### config.mk
export PLATFORM = sky130hd
export DESIGN_NAME = fp16_norm_round
export DESIGN_NICKNAME = d
export VERILOG_FILES = /design/src/rtl/fp16_norm_round.sv
export SDC_FILE = /design/constraint.sdc
export NUM_CORES = 1
export LEC_CHECK = 0
export CAP_MARGIN = 30
export CORE_MARGIN = 1.5
export CORE_UTILIZATION = 30
export DETAILED_ROUTE_END_ITERATION = 7
export PLACE_DENSITY = 0.48
export SLEW_MARGIN = 25
export SYNTH_ARGS = -nofsm -noshare
export SYNTH_HDL_FRONTEND = slang
export SYNTH_SLANG_ARGS = --single-unit
### constraint.sdc
create_clock -name clk -period 2.4 [get_ports clk]
set_input_delay 0.48 -clock clk [delete_from_list [all_inputs] [get_ports clk]]
set_output_delay 0.48 -clock clk [all_outputs]
set_load 0.005 [all_outputs]
### src/rtl/fp16_norm_round.sv
// Normalise, round-to-nearest-even and pack stage following the 11-bit LZD in the FloatAdd datapath.
// Stage 1 shifts the raw sum and adjusts the exponent; stage 2 rounds and packs a binary16 word.
module fp16_norm_round #(
    parameter int EXP_W = 5,
    parameter int MAN_W = 11,
    parameter int LZ_W  = 4
) (
    input  logic                      clk,
    input  logic                      rst_n,
    input  logic                      in_valid,
    output logic                      in_ready,
    input  logic                      in_sign,
    input  logic [EXP_W-1:0]          in_exp,
    input  logic                      in_carry,
    input  logic [MAN_W-1:0]          in_mant,
    input  logic [2:0]                in_grs,
    input  logic [LZ_W-1:0]           in_lz,
    output logic                      out_valid,
    input  logic                      out_ready,
    output logic [EXP_W+MAN_W-1:0]    out_data,
    output logic                      out_ovf
);

    localparam int EW = EXP_W + 1;
    localparam int OW = EXP_W + MAN_W;

    logic             s1_valid_q, s1_valid_d;
    logic             s1_sign_q, s1_sign_d;
    logic [EW-1:0]    s1_exp_q, s1_exp_d;
    logic [MAN_W-1:0] s1_mant_q, s1_mant_d;
    logic             s1_g_q, s1_g_d;
    logic             s1_r_q, s1_r_d;
    logic             s1_s_q, s1_s_d;
    logic             s2_valid_q, s2_valid_d;
    logic [OW-1:0]    out_data_q, out_data_d;
    logic             out_ovf_q, out_ovf_d;

    logic             s1_adv, s2_adv;
    logic             lz_lt_exp;
    logic [LZ_W-1:0]  sh;
    logic [MAN_W+1:0] sh_word;
    logic             n1_sign;
    logic [EW-1:0]    n1_exp;
    logic [MAN_W-1:0] n1_mant;
    logic             n1_g, n1_r, n1_s;

    logic             round_up;
    logic [MAN_W:0]   m_rnd;
    logic [EW-1:0]    e_rnd;
    logic             ovf;
    logic [OW-1:0]    packed_word;

    assign s2_adv    = !s2_valid_q || out_ready;
    assign s1_adv    = !s1_valid_q || s2_adv;
    assign in_ready  = s1_adv;
    assign out_valid = s2_valid_q;
    assign out_data  = out_data_q;
    assign out_ovf   = out_ovf_q;

    // Stage 1: normalise. Shift is clamped so the exponent never goes below the subnormal floor.
    always_comb begin
        n1_sign   = in_sign;
        n1_exp    = '0;
        n1_mant   = '0;
        n1_g      = 1'b0;
        n1_r      = 1'b0;
        n1_s      = 1'b0;
        sh        = '0;
        sh_word   = '0;
        lz_lt_exp = ({{(EW-LZ_W){1'b0}}, in_lz} < {1'b0, in_exp});
        if (in_carry) begin
            n1_mant = {1'b1, in_mant[MAN_W-1:1]};
            n1_g    = in_mant[0];
            n1_r    = in_grs[2];
            n1_s    = in_grs[1] | in_grs[0];
            n1_exp  = {1'b0, in_exp} + EW'(1);
        end else if (in_lz >= LZ_W'(MAN_W)) begin
            // zero result (codes above 11 are illegal and folded in here)
            n1_exp = '0;
        end else if (in_lz == '0) begin
            n1_mant = in_mant;
            n1_g    = in_grs[2];
            n1_r    = in_grs[1];
            n1_s    = in_grs[0];
            n1_exp  = {1'b0, in_exp};
        end else begin
            if (lz_lt_exp) begin
                sh = in_lz;
            end else if (in_exp == '0) begin
                sh = '0;
            end else begin
                sh = LZ_W'(in_exp - EXP_W'(1));
            end
            sh_word = {in_mant, in_grs[2:1]} << sh;
            n1_mant = sh_word[MAN_W+1:2];
            n1_g    = sh_word[1];
            n1_r    = sh_word[0];
            n1_s    = in_grs[0];
            n1_exp  = lz_lt_exp ? ({1'b0, in_exp} - EW'(sh)) : '0;
        end
    end

    // Stage 2: round to nearest even and pack; exponent kept one bit wide so overflow is visible.
    always_comb begin
        round_up = s1_g_q & (s1_r_q | s1_s_q | s1_mant_q[0]);
        m_rnd    = {1'b0, s1_mant_q} + {{MAN_W{1'b0}}, round_up};
        e_rnd    = s1_exp_q;
        if (m_rnd[MAN_W]) begin
            e_rnd = s1_exp_q + EW'(1);
        end
        if ((e_rnd == '0) && m_rnd[MAN_W-1]) begin
            e_rnd = EW'(1);
        end
        ovf = (e_rnd >= EW'((1 << EXP_W) - 1));
        if (ovf) begin
            packed_word = {s1_sign_q, {EXP_W{1'b1}}, {(MAN_W-1){1'b0}}};
        end else begin
            packed_word = {s1_sign_q, e_rnd[EXP_W-1:0], m_rnd[MAN_W-2:0]};
        end
    end

    always_comb begin
        s1_valid_d = s1_valid_q;
        s1_sign_d  = s1_sign_q;
        s1_exp_d   = s1_exp_q;
        s1_mant_d  = s1_mant_q;
        s1_g_d     = s1_g_q;
        s1_r_d     = s1_r_q;
        s1_s_d     = s1_s_q;
        s2_valid_d = s2_valid_q;
        out_data_d = out_data_q;
        out_ovf_d  = out_ovf_q;
        if (s1_adv) begin
            s1_valid_d = in_valid;
            if (in_valid) begin
                s1_sign_d = n1_sign;
                s1_exp_d  = n1_exp;
                s1_mant_d = n1_mant;
                s1_g_d    = n1_g;
                s1_r_d    = n1_r;
                s1_s_d    = n1_s;
            end
        end
        if (s2_adv) begin
            s2_valid_d = s1_valid_q;
            if (s1_valid_q) begin
                out_data_d = packed_word;
                out_ovf_d  = ovf;
            end
        end
    end

    always_ff @(posedge clk or negedge rst_n) begin
        if (!rst_n) begin
            s1_valid_q <= 1'b0;
            s1_sign_q  <= 1'b0;
            s1_exp_q   <= '0;
            s1_mant_q  <= '0;
            s1_g_q     <= 1'b0;
            s1_r_q     <= 1'b0;
            s1_s_q     <= 1'b0;
            s2_valid_q <= 1'b0;
            out_data_q <= '0;
            out_ovf_q  <= 1'b0;
        end else begin
            s1_valid_q <= s1_valid_d;
            s1_sign_q  <= s1_sign_d;
            s1_exp_q   <= s1_exp_d;
            s1_mant_q  <= s1_mant_d;
            s1_g_q     <= s1_g_d;
            s1_r_q     <= s1_r_d;
            s1_s_q     <= s1_s_d;
            s2_valid_q <= s2_valid_d;
            out_data_q <= out_data_d;
            out_ovf_q  <= out_ovf_d;
        end
    end

endmodule

==> impl_metrics.ini <==
[place]
post-place-cells = 646
hpwl_um = 8280
dpl_cell_area_um2 = 4580
place_congestion = 0.866
io_buffers = 47

[final_layout]
num_antenna_cells = 0
final_layout_size_suffix_gt1_frac = 0.372
fin_util = 0.477
layout_common_cells = buf_4 (87), nand2_1 (45), dfrtp_1 (40), clkdlybuf4s50_1 (38)
fill_cells = 1060
nNetsFinal = 568
fin_cells = 669
layout_commonest_cell = buf_4
design_area_um2 = 5150
areaGrowthSynthToFinish_pct = 55.7

[sta]
min_period_ns = 2.72
slew_violations = 0
relSlewSlack = 0.681
timing_hold_violations_final = 0
setup_violations = 15
skew_ns = 0.00494
finalCritPeriodShare = 1.13
worstMarginPinSlew_ns = 0.466
finalSetupTns_ns = -2.15
fmax_mhz = 368
final.setup.worst_slack_ns = -0.320
whs_ns = 0.0376
rsz0062_at_grt = yes

[floorplanning]
pin_count = 48
core_area_um2 = 10800
floorplan.initialDensity = 0.306
die_w_um = 108
dieHeight_um = 108
die_area_um2 = 11700
row_count = 38

[synthesis]
synth_nets = 435
ys_types = 71
avgSynthCellArea_um2 = 8.37
synthCells = 395
ys_ff_latch = 40
synth_edf_count = 0
synth_flop_cell = dfrtp_1
yosysWarnings = 0
ys_seq_area_frac = 0.303
synthArstFlopShare = 1.00
syn_area_um2 = 3310

[routing]
drc_errors = 0
drtPass1Iterations = 4
post_drt_wl_per_cell_um = 15.9
first_iter_violations = 140
routed_wl_um = 10600
ant_nets = 0
vias = 3451
viasPerCell = 5.16

[power]
clkPwrFrac = 0.170
switching_share = 0.350
power.switching_w = 0.000927
p_int_w = 0.00172
peakVddDrop_mv = 0.294
p_per_area_nw_per_um2 = 515
p_seq_frac = 0.343
p_leak_nw = 2.16
p_comb_frac = 0.487

[grt]
grt_pass1_wl_um = 17800
overflow = 0
antenna_found_initial = 0
grt_pass1_vias = 3547
grt_usage = 0.194
grt_start_max_net_pins = 41

[clocking]
insertion_delay_ns = 0.29
cts_root_buf = clkbuf_8
cts_buffers = 5
clock_sinks = 40
clockBufferDepth = 2
tritoncts = done
htreeDepth = 2
cts.clk_slew.worst_paths_ns = 0.07

[critical_path]
cp-start-kind = input pin
critPathKind = in2reg
cp.arrival_ns = 2.89
cp-end-kind = flip-flop
cp_max_fo = 3
required_ns = 2.57

[outcome]
status = finished with violations
violations = negative setup slack

[run]
max_cap_violations = 0

[hold_path]
hold_class = in2async
## timing repair
item / CTS / global route
setup buffers: 15 / 3
hold buffers: 0 / 0
endpoints found under the setup margin: 19 / 23
gates cloned: 1 / 0
resized for setup: 88 / 22
pin swaps: 38 / 25
## power groups by stage
| stage | registers [W] | clock network [W] | logic, W |
|---|---|---|---|
| floorplan | 0.000908 | 0 | 0.000593 |
| global placement | 0.000920 | 0 | 0.00111 |
| CTS | 0.000912 | 0.000468 | 0.00125 |
| global route | 0.000932 | 0.000503 | 0.00141 |
| finish | 0.000910 | 0.000450 | 0.00129 |
| detailed placement | 0.000925 | 0 | 0.00111 |
## area by class of cell
class                      instances  area (µm²)  share of cell area
sequential                        40        1000               0.194
tap                              140         175              0.0340
inverter                          16        68.8              0.0134
clock buffer                       6        82.6              0.0160
clock inverter                     2        10.0             0.00194
multi-input combinational        321        2590               0.503
timing repair buffer             144        1220               0.237
## stage by stage
| stage | setup slack (ns) | total power [W] |
|---|---|---|
| finish | -0.320 | 0.00265 |
| floorplan | -0.681 | 0.00150 |
| global route | -0.414 | 0.00284 |
| CTS | -0.422 | 0.00263 |
| global placement | -1.06 | 0.00203 |
| detailed placement | -1.10 | 0.00203 |
## critical path, stage by stage
cell        delay [ns]
buf_8             0.08
clkinvlp_4        0.10
ha_4              0.24
a2111o_1          0.40
nand3_2           0.10
and2_4            0.17
xnor2_4           0.07
ha_4              0.15
a31o_1            0.20
maj3_2            0.31
a211oi_2          0.21
mux2i_1           0.26
o221ai_2          0.12
## worst paths after layout
| kind | end | startpoint | cells after the start | slack [ns] |
|---|---|---|---|---|
| max | s1_exp_q[4] | in_exp[1] | 13 | -0.32 |
| min | s1_exp_q[5] | rst_n | 1 | 0.04 |
| max reg2reg | out_data[10] | s1_g_q | 9 | 0.16 |
| min reg2reg | out_data[15] | out_data[15] | 2 | 0.48 |
| max in group asynchronous | s1_exp_q[4] | rst_n | 2 | 1.94 |
| min in group clk | out_data[15] | out_data[15] | 2 | 0.48 |
## cell families (layout without fill, tap and decap cells)
group | count (synthesis) | after routing | synth area share
simple gates | 136 | 137 | 0.206
compound gates | 123 | 123 | 0.253
xor+xnor | 17 | 17 | 0.0450
mux | 30 | 30 | 0.0931
fa+ha+maj | 14 | 14 | 0.0515
buf+inv | 35 | 168 | 0.0488
flops | 40 | 40 | 0.303
## sequential cells by signal (all words and copies together), names as in the netlist
name,flops
out_data,16
out_ovf,1
out_valid,1
s1_exp_q,6
s1_g_q,1
s1_mant_q,11
s1_r_q,1
s1_s_q,1
s1_sign_q,1
s1_valid_q,1
## per-layer routing
layer,vias to the layer above,part of all wire,global-route usage
met4,0,0.026,0.0733
met2,66,0.49,0.334
li1,1733,-,-
met5,-,0,0
met3,22,0.025,0.0223
met1,1630,0.46,0.249
## Yosys cell counts, drive strengths merged, types with 9 or more instances
library cell  instances  share of area
inv                  16          0.018
o21ai                36          0.056
a21oi                25          0.038
dfrtp                40           0.30
nand2                47          0.054
clkbuf               14          0.019
and3                  9          0.019
xnor2                12          0.032
mux2i                27          0.083
nand3                14          0.021
ha                   11          0.042
nor2                 31          0.036
Power figures use the tool's default switching activity.
